<file path="config.mk">
export PLATFORM = sky130hd
export DESIGN_NAME = sram_weight_reader_flat
export DESIGN_NICKNAME = d
export VERILOG_FILES = /design/src/rtl/sram_weight_reader_if.sv /design/src/rtl/sram_weight_reader.sv /design/src/flat_wrapper.sv
export SDC_FILE = /design/constraint.sdc
export NUM_CORES = 1
export LEC_CHECK = 0
export CAP_MARGIN = 15
export CORE_AREA = 2 2 224 226
export DETAILED_ROUTE_END_ITERATION = 10
export DIE_AREA = 0 0 226 228
export MAX_ROUTING_LAYER = met4
export PLACE_DENSITY = 0.6
export SYNTH_ARGS = -nofsm -noshare
export SYNTH_HDL_FRONTEND = slang
export SYNTH_SLANG_ARGS = --single-unit
</file>
<file path="constraint.sdc">
create_clock -name clk -period 3.87 [get_ports clk]
set_input_delay 0.5805 -clock clk [delete_from_list [all_inputs] [get_ports clk]]
set_output_delay 0.5805 -clock clk [all_outputs]
set_load 0.02 [all_outputs]
</file>
<file path="src/rtl/sram_weight_reader_if.sv">
// sram_weight_reader_if: SRAM read port plus the outgoing weight-word stream.
// The master modport is the reader, the slave modport is the SRAM/consumer side.
interface sram_weight_reader_if #(
  parameter int ADDR_W = 15,
  parameter int DATA_W = 100
);
  logic              sram_csb;
  logic              sram_wsb;
  logic [ADDR_W-1:0] sram_raddr;
  logic [DATA_W-1:0] sram_rdata;
  logic              out_valid;
  logic              out_ready;
  logic [DATA_W-1:0] out_data;
  logic              out_last;

  modport master (
    output sram_csb, sram_wsb, sram_raddr,
    input  sram_rdata,
    output out_valid, out_data, out_last,
    input  out_ready
  );

  modport slave (
    input  sram_csb, sram_wsb, sram_raddr,
    output sram_rdata,
    input  out_valid, out_data, out_last,
    output out_ready
  );
endinterface

</file>
<file path="src/rtl/sram_weight_reader.sv">
// sram_weight_reader: read-side master for the 20000x100b weight SRAM.
// Issues one read per cycle over base..base+cnt-1 while credit allows,
// buffers returned words in a small FIFO and streams them with a last flag.
// Optional macro RD_STALL_CNT_EN enables the output backpressure counter.
module sram_weight_reader #(
  parameter int ADDR_W     = 15,
  parameter int DATA_W     = 100,
  parameter int MAX_ADDR   = 19999,
  parameter int FIFO_DEPTH = 4
) (
  input  logic                 clk,
  input  logic                 rst_n,
  input  logic                 start_i,
  input  logic [ADDR_W-1:0]    base_addr_i,
  input  logic [ADDR_W-1:0]    word_cnt_i,
  output logic                 busy_o,
  output logic                 done_o,
  output logic                 err_o,
  output logic [15:0]          stall_cnt_o,
  sram_weight_reader_if.master rd_if
);

  localparam int PTR_W = $clog2(FIFO_DEPTH);
  localparam int CNT_W = PTR_W + 1;

  typedef enum logic [1:0] {IDLE, FETCH, DRAIN, DONE} state_e;

  state_e            state_q, state_d;
  logic [ADDR_W-1:0] addr_q;
  logic [ADDR_W-1:0] issue_left_q;
  logic [ADDR_W-1:0] deliver_left_q;
  logic              inflight_q;
  logic              err_q;
  logic [CNT_W-1:0]  fifo_cnt_q;
  logic [PTR_W-1:0]  wr_ptr_q;
  logic [PTR_W-1:0]  rd_ptr_q;
  logic [DATA_W-1:0] fifo_mem_q [FIFO_DEPTH];

  logic [ADDR_W:0]   range_end;
  logic              cnt_zero;
  logic              range_bad;
  logic              start_acc;
  logic              start_rej;
  logic              credit_ok;
  logic              issue;
  logic              push;
  logic              pop;
  logic              fifo_valid;

  // Range check is done one bit wider so base+cnt wrapping past 2^ADDR_W is caught.
  assign cnt_zero  = (word_cnt_i == '0);
  assign range_end = {1'b0, base_addr_i} + {1'b0, word_cnt_i} - (ADDR_W+1)'(1);
  assign range_bad = (range_end > (ADDR_W+1)'(MAX_ADDR));
  assign start_acc = (state_q == IDLE) && start_i && (cnt_zero || !range_bad);
  assign start_rej = (state_q == IDLE) && start_i && !cnt_zero && range_bad;

  // A word in flight already owns a FIFO slot, so the FIFO can never overflow.
  assign credit_ok  = ((CNT_W+1)'(fifo_cnt_q) + (CNT_W+1)'(inflight_q))
                      < (CNT_W+1)'(FIFO_DEPTH);
  assign fifo_valid = (fifo_cnt_q != '0);
  assign push       = inflight_q;
  assign pop        = fifo_valid && rd_if.out_ready;

  // State register.
  always_ff @(posedge clk or negedge rst_n) begin
    if (!rst_n) state_q <= IDLE;
    else        state_q <= state_d;
  end

  // Next-state logic: DRAIN ends when the final word is taken by the consumer.
  always_comb begin
    state_d = state_q;
    case (state_q)
      IDLE: begin
        if (start_i && cnt_zero)        state_d = DONE;
        else if (start_i && !range_bad) state_d = FETCH;
      end
      FETCH: if (issue && issue_left_q == ADDR_W'(1)) state_d = DRAIN;
      DRAIN: if (pop && deliver_left_q == ADDR_W'(1)) state_d = DONE;
      DONE:  state_d = IDLE;
      default: state_d = IDLE;
    endcase
  end

  // State-decoded outputs, including the per-cycle read issue decision.
  always_comb begin
    issue  = 1'b0;
    busy_o = 1'b0;
    done_o = 1'b0;
    case (state_q)
      FETCH: begin
        busy_o = 1'b1;
        issue  = (issue_left_q != '0) && credit_ok;
      end
      DRAIN:   busy_o = 1'b1;
      DONE:    done_o = 1'b1;
      default: ;
    endcase
  end

  // Address/count sequencing, in-flight flag and FIFO bookkeeping.
  always_ff @(posedge clk or negedge rst_n) begin
    if (!rst_n) begin
      addr_q         <= '0;
      issue_left_q   <= '0;
      deliver_left_q <= '0;
      inflight_q     <= 1'b0;
      err_q          <= 1'b0;
      fifo_cnt_q     <= '0;
      wr_ptr_q       <= '0;
      rd_ptr_q       <= '0;
    end else begin
      err_q      <= start_rej;
      inflight_q <= issue;
      if (start_acc) begin
        addr_q       <= base_addr_i;
        issue_left_q <= word_cnt_i;
      end else if (issue) begin
        addr_q       <= addr_q + ADDR_W'(1);
        issue_left_q <= issue_left_q - ADDR_W'(1);
      end
      if (start_acc)  deliver_left_q <= word_cnt_i;
      else if (pop)   deliver_left_q <= deliver_left_q - ADDR_W'(1);
      if (push) wr_ptr_q <= wr_ptr_q + PTR_W'(1);
      if (pop)  rd_ptr_q <= rd_ptr_q + PTR_W'(1);
      fifo_cnt_q <= fifo_cnt_q + CNT_W'(push) - CNT_W'(pop);
    end
  end

  // Capture SRAM read data one cycle after the issue.
  always_ff @(posedge clk) begin
    if (push) fifo_mem_q[wr_ptr_q] <= rd_if.sram_rdata;
  end

  assign err_o            = err_q;
  assign rd_if.sram_csb   = !issue;
  assign rd_if.sram_wsb   = 1'b1;
  assign rd_if.sram_raddr = addr_q;
  assign rd_if.out_valid  = fifo_valid;
  assign rd_if.out_data   = fifo_valid ? fifo_mem_q[rd_ptr_q] : '0;
  assign rd_if.out_last   = fifo_valid && (deliver_left_q == ADDR_W'(1));

`ifdef RD_STALL_CNT_EN
  logic [15:0] stall_q;

  // Saturating count of backpressured cycles, cleared on every accepted start.
  always_ff @(posedge clk or negedge rst_n) begin
    if (!rst_n)
      stall_q <= '0;
    else if (start_acc)
      stall_q <= '0;
    else if (busy_o && fifo_valid && !rd_if.out_ready && stall_q != 16'hFFFF)
      stall_q <= stall_q + 16'd1;
  end

  assign stall_cnt_o = stall_q;
`else
  assign stall_cnt_o = '0;
`endif

endmodule

</file>
<file path="src/flat_wrapper.sv">
// flat-port wrapper written by rule: the top's interface ports become plain ports
module sram_weight_reader_flat 
#(
  parameter int ADDR_W     = 15,
  parameter int DATA_W     = 100,
  parameter int MAX_ADDR   = 19999,
  parameter int FIFO_DEPTH = 4
)
  (clk, rst_n, start_i, base_addr_i, word_cnt_i, busy_o, done_o, err_o, stall_cnt_o, rd_if_sram_csb, rd_if_sram_wsb, rd_if_sram_raddr, rd_if_sram_rdata, rd_if_out_valid, rd_if_out_data, rd_if_out_last, rd_if_out_ready);
  sram_weight_reader_if #(.ADDR_W(ADDR_W), .DATA_W(DATA_W)) rd_if_i ();
  input  logic clk;
  input  logic rst_n;
  input  logic start_i;
  input  logic [ADDR_W-1:0] base_addr_i;
  input  logic [ADDR_W-1:0] word_cnt_i;
  output logic busy_o;
  output logic done_o;
  output logic err_o;
  output logic [15:0] stall_cnt_o;
  output wire logic [$bits(rd_if_i.sram_csb)-1:0] rd_if_sram_csb;
  output wire logic [$bits(rd_if_i.sram_wsb)-1:0] rd_if_sram_wsb;
  output wire logic [$bits(rd_if_i.sram_raddr)-1:0] rd_if_sram_raddr;
  input wire logic [$bits(rd_if_i.sram_rdata)-1:0] rd_if_sram_rdata;
  output wire logic [$bits(rd_if_i.out_valid)-1:0] rd_if_out_valid;
  output wire logic [$bits(rd_if_i.out_data)-1:0] rd_if_out_data;
  output wire logic [$bits(rd_if_i.out_last)-1:0] rd_if_out_last;
  input wire logic [$bits(rd_if_i.out_ready)-1:0] rd_if_out_ready;
  assign rd_if_sram_csb = rd_if_i.sram_csb;
  assign rd_if_sram_wsb = rd_if_i.sram_wsb;
  assign rd_if_sram_raddr = rd_if_i.sram_raddr;
  assign rd_if_i.sram_rdata = rd_if_sram_rdata;
  assign rd_if_out_valid = rd_if_i.out_valid;
  assign rd_if_out_data = rd_if_i.out_data;
  assign rd_if_out_last = rd_if_i.out_last;
  assign rd_if_i.out_ready = rd_if_out_ready;
  sram_weight_reader #(.ADDR_W(ADDR_W), .DATA_W(DATA_W), .MAX_ADDR(MAX_ADDR), .FIFO_DEPTH(FIFO_DEPTH)) u_core (.clk(clk), .rst_n(rst_n), .start_i(start_i), .base_addr_i(base_addr_i), .word_cnt_i(word_cnt_i), .busy_o(busy_o), .done_o(done_o), .err_o(err_o), .stall_cnt_o(stall_cnt_o), .rd_if(rd_if_i));
endmodule
</file>
==> flow_metrics.py <==
metrics = {
    "outcome": {
        "status": "finished clean",
    },
    "critical_path": {
        "reg2regPathDepth": 9,
        "required_ps": 3290,
        "critPathLaunchType": "flip-flop",
        "max_stage_delay_ps": 820,
        "cp-end-kind": "primary output",
        "crit_chain": "or3_2, buf_4, and2_1, clkdlybuf4s50_1",
        "worstSetupPathType": "flip-flop to primary output",
        "crit_path_top_delay_cell": "or3_2",
        "cp_max_fo": 29,
        "worstPathArrival_ps": 2980,
    },
    "clock_tree": {
        "clk_path_buf_depth": 3,
        "cts.clk_slew.worst_paths_ps": 60,
        "cts_num_sinks": 456,
        "cts_root_buf": "clkbuf_16",
        "clock_latency_ps": 590,
        "numCtsBuffers": 48,
        "postCtsHoldBufs": 0,
        "cts_tree": "yes",
        "cts_setup_buffers": 0,
        "htreeDepth": 2,
        "cts_resized": 0,
    },
    "layout": {
        "mostFrequentLayoutCell": "edfxtp_1",
        "layout_common_cells": "400 x edfxtp_1, 253 x clkdlybuf4s50_1, 100 x mux4_2, 100 x and2_1, 81 x inv_1",
        "nFillCells": 4151,
        "drive_gt1_frac": 0.173,
        "syn2layout_area_growth_pct": 26.9,
        "nets": 1663,
        "fin_util": 0.501,
    },
    "timing": {
        "fmax_mhz": 281,
        "setup-violations-final": 0,
        "layout_worst_path_cycle_share": 0.921,
        "hold-worst-slack_ps": 172,
        "min_period_ps": 3560,
        "tightest_slew_ps": 1020,
        "slew_headroom": 0.322,
        "rsz0062_at_grt": "false",
        "hold_viol": 0,
        "fin_skew_ps": 24.3,
        "drv_slew": 0,
    },
    "synthesis": {
        "synth.top_cell.area_share": 0.617,
        "async_reset_ff_frac": 0.123,
        "ys_ff_latch": 456,
        "synthDistinctLibCells": 66,
        "ys_seq_area_frac": 0.689,
        "syn_area_per_cell_sq_um": 16.8,
        "syn_area_sq_um": 19500,
        "synthCells": 1156,
        "synth_flop_cell": "edfxtp_1",
        "synth_edf_count": 400,
        "yosysTopAreaCell": "edfxtp_1",
        "ys_top_cells_by_area": "edfxtp_1 62%, mux4_2 12%, dfrtp_1 7.2%",
        "yosysWarnings": 0,
    },
    "floorplanning": {
        "design.portCount": 272,
        "num_rows": 82,
        "dieArea_sq_um": 51500,
        "initial_core_util": 0.395,
        "fp.dieW_microns": 226,
        "die_y_microns": 228,
        "core_sq_um": 49300,
    },
    "routing": {
        "drt_iter0_drc": 516,
        "vias_per_cell": 4.87,
        "avgRoutedWirePerCell_microns": 19.6,
        "ant_nets": 0,
        "remaining_drc_errors": 0,
        "dr.pass1.iters": 5,
        "wl_mm": 43.1,
        "vias": 10700,
    },
    "hold_path": {
        "hp-class": "primary input to asynchronous set/reset pin",
    },
    "grt": {
        "grt_pass1_wl_mm": 66.1,
        "grt_max_degree": 63,
        "grt_overflow_total": 0,
        "antenna_found_initial": 13,
        "grt_pass1_vias": 11400,
        "grtUsageTotal": 0.175,
    },
    "power_and_ir_drop": {
        "p_leak_nw": 8.60,
        "peakVddDrop_uv": 449,
        "cellPowerDensity_nw_per_um2": 737,
        "total_power_mw": 18.2,
    },
    "place": {
        "place_congestion": 0.832,
        "place_hpwl_mm": 27.6,
        "port_buffers": 254,
    },
    "run": {
        "maxCapViolations": 0,
    },
}
-- final cells by class --
type,count,area [sq um],share of cell area
diodes,13,32.5,0.00132
well taps,672,841,0.0340
inverters,83,314,0.0127
clock buffers,63,1270,0.0513
multi-input cells,570,5460,0.221
clock inverters,19,179,0.00724
repair buffers,322,3200,0.129
flip-flops and latches,456,13400,0.543
-- flip-flops by register name, indices dropped and copies added, names as in the netlist --
register                 flops
u_core.fifo_cnt_q            3
u_core.err_o                 1
u_core.deliver_left_q       15
u_core.issue_left_q         15
u_core.state_q               2
u_core.rd_if.sram_raddr     15
u_core.fifo_mem_q          400
u_core.rd_ptr_q              2
u_core.inflight_q            1
u_core.wr_ptr_q              2
-- critical path, delay by kind of cell, from the launching register on --
family        cells  cell delay [ps]
buf+inv           2              990
simple gates      2             1000
flops             1              430
-- cell families (layout without fill, tap and decap cells) --
| family | count (synthesis) | after routing | share of synthesized area |
|---|---|---|---|
| DFF | 456 | 456 | 0.689 |
| adders and majority gates | 48 | 48 | 0.0316 |
| buffers and inverters | 145 | 487 | 0.0340 |
| AOI/OAI and AO/OA | 106 | 106 | 0.0355 |
| other | 2 | 30 | 0.000386 |
| and+or+nand+nor | 249 | 249 | 0.0711 |
| xor gates and xnor gates | 46 | 46 | 0.0207 |
| muxes | 104 | 104 | 0.118 |
-- final timing paths --
kind / start / endpoint / slack, ps
setup reg to reg: u_core.fifo_cnt_q[1]$_DFF_PN0_ / u_core.fifo_cnt_q[2]$_DFF_PN0_ / 950
setup / recovery: u_core.fifo_cnt_q[1]$_DFF_PN0_ / rd_if_out_data[20] / 310
hold reg to reg: u_core.wr_ptr_q[0]$_DFFE_PN0P_ / u_core.wr_ptr_q[0]$_DFFE_PN0P_ / 540
hold / removal: rst_n / u_core.issue_left_q[3]$_DFFE_PN0P_ / 170
max in group asynchronous: rst_n / u_core.rd_if.sram_raddr[12]$_DFFE_PN0P_ / 2870
min in group clk: u_core.wr_ptr_q[0]$_DFFE_PN0P_ / u_core.wr_ptr_q[0]$_DFFE_PN0P_ / 540
-- cell usage after synthesis (7+ instances only) --
library cell,instances
nor4_1,7
nor2_1,28
mux4_2,100
a21oi_1,20
nand2_1,47
inv_1,81
buf_4,18
buf_1,15
nand4_1,7
and2_1,104
xor2_1,12
dfrtp_1,56
xnor2_1,34
clkbuf_1,21
nand3_1,13
edfxtp_1,400
ha_1,46
o21ai_0,35
nor3_1,14
-- per-stage QoR --
step / instances / setup slack [ps] / instance area (sq um) / setup TNS, ps
after detailed placement: 2103 / -244 / 23200 / -7680
after floorplan: 1171 / 454 / 19500 / 0
final: 2198 / 306 / 24700 / 0
after CTS: 2185 / 198 / 24700 / 0
after global routing: 2198 / 127 / 24700 / 0
after global placement: 2103 / -252 / 23200 / -7250
-- metal layers --
layer | track usage | vias to the layer above | share of wire
li1 | - | 5004 | -
met1 | 0.214 | 5391 | 0.42
met2 | 0.276 | 240 | 0.48
met3 | 0.0625 | 61 | 0.081
met4 | 0.0447 | 0 | 0.020
met5 | - | - | 0
-- power by group --
part | switching (mW) | internal (mW)
sequential | 0.406 | 6.17
combinational | 3.77 | 3.64
clock | 1.85 | 2.38
total | 6.02 | 12.2
Note: power is estimated with default switching activity, not from simulation.
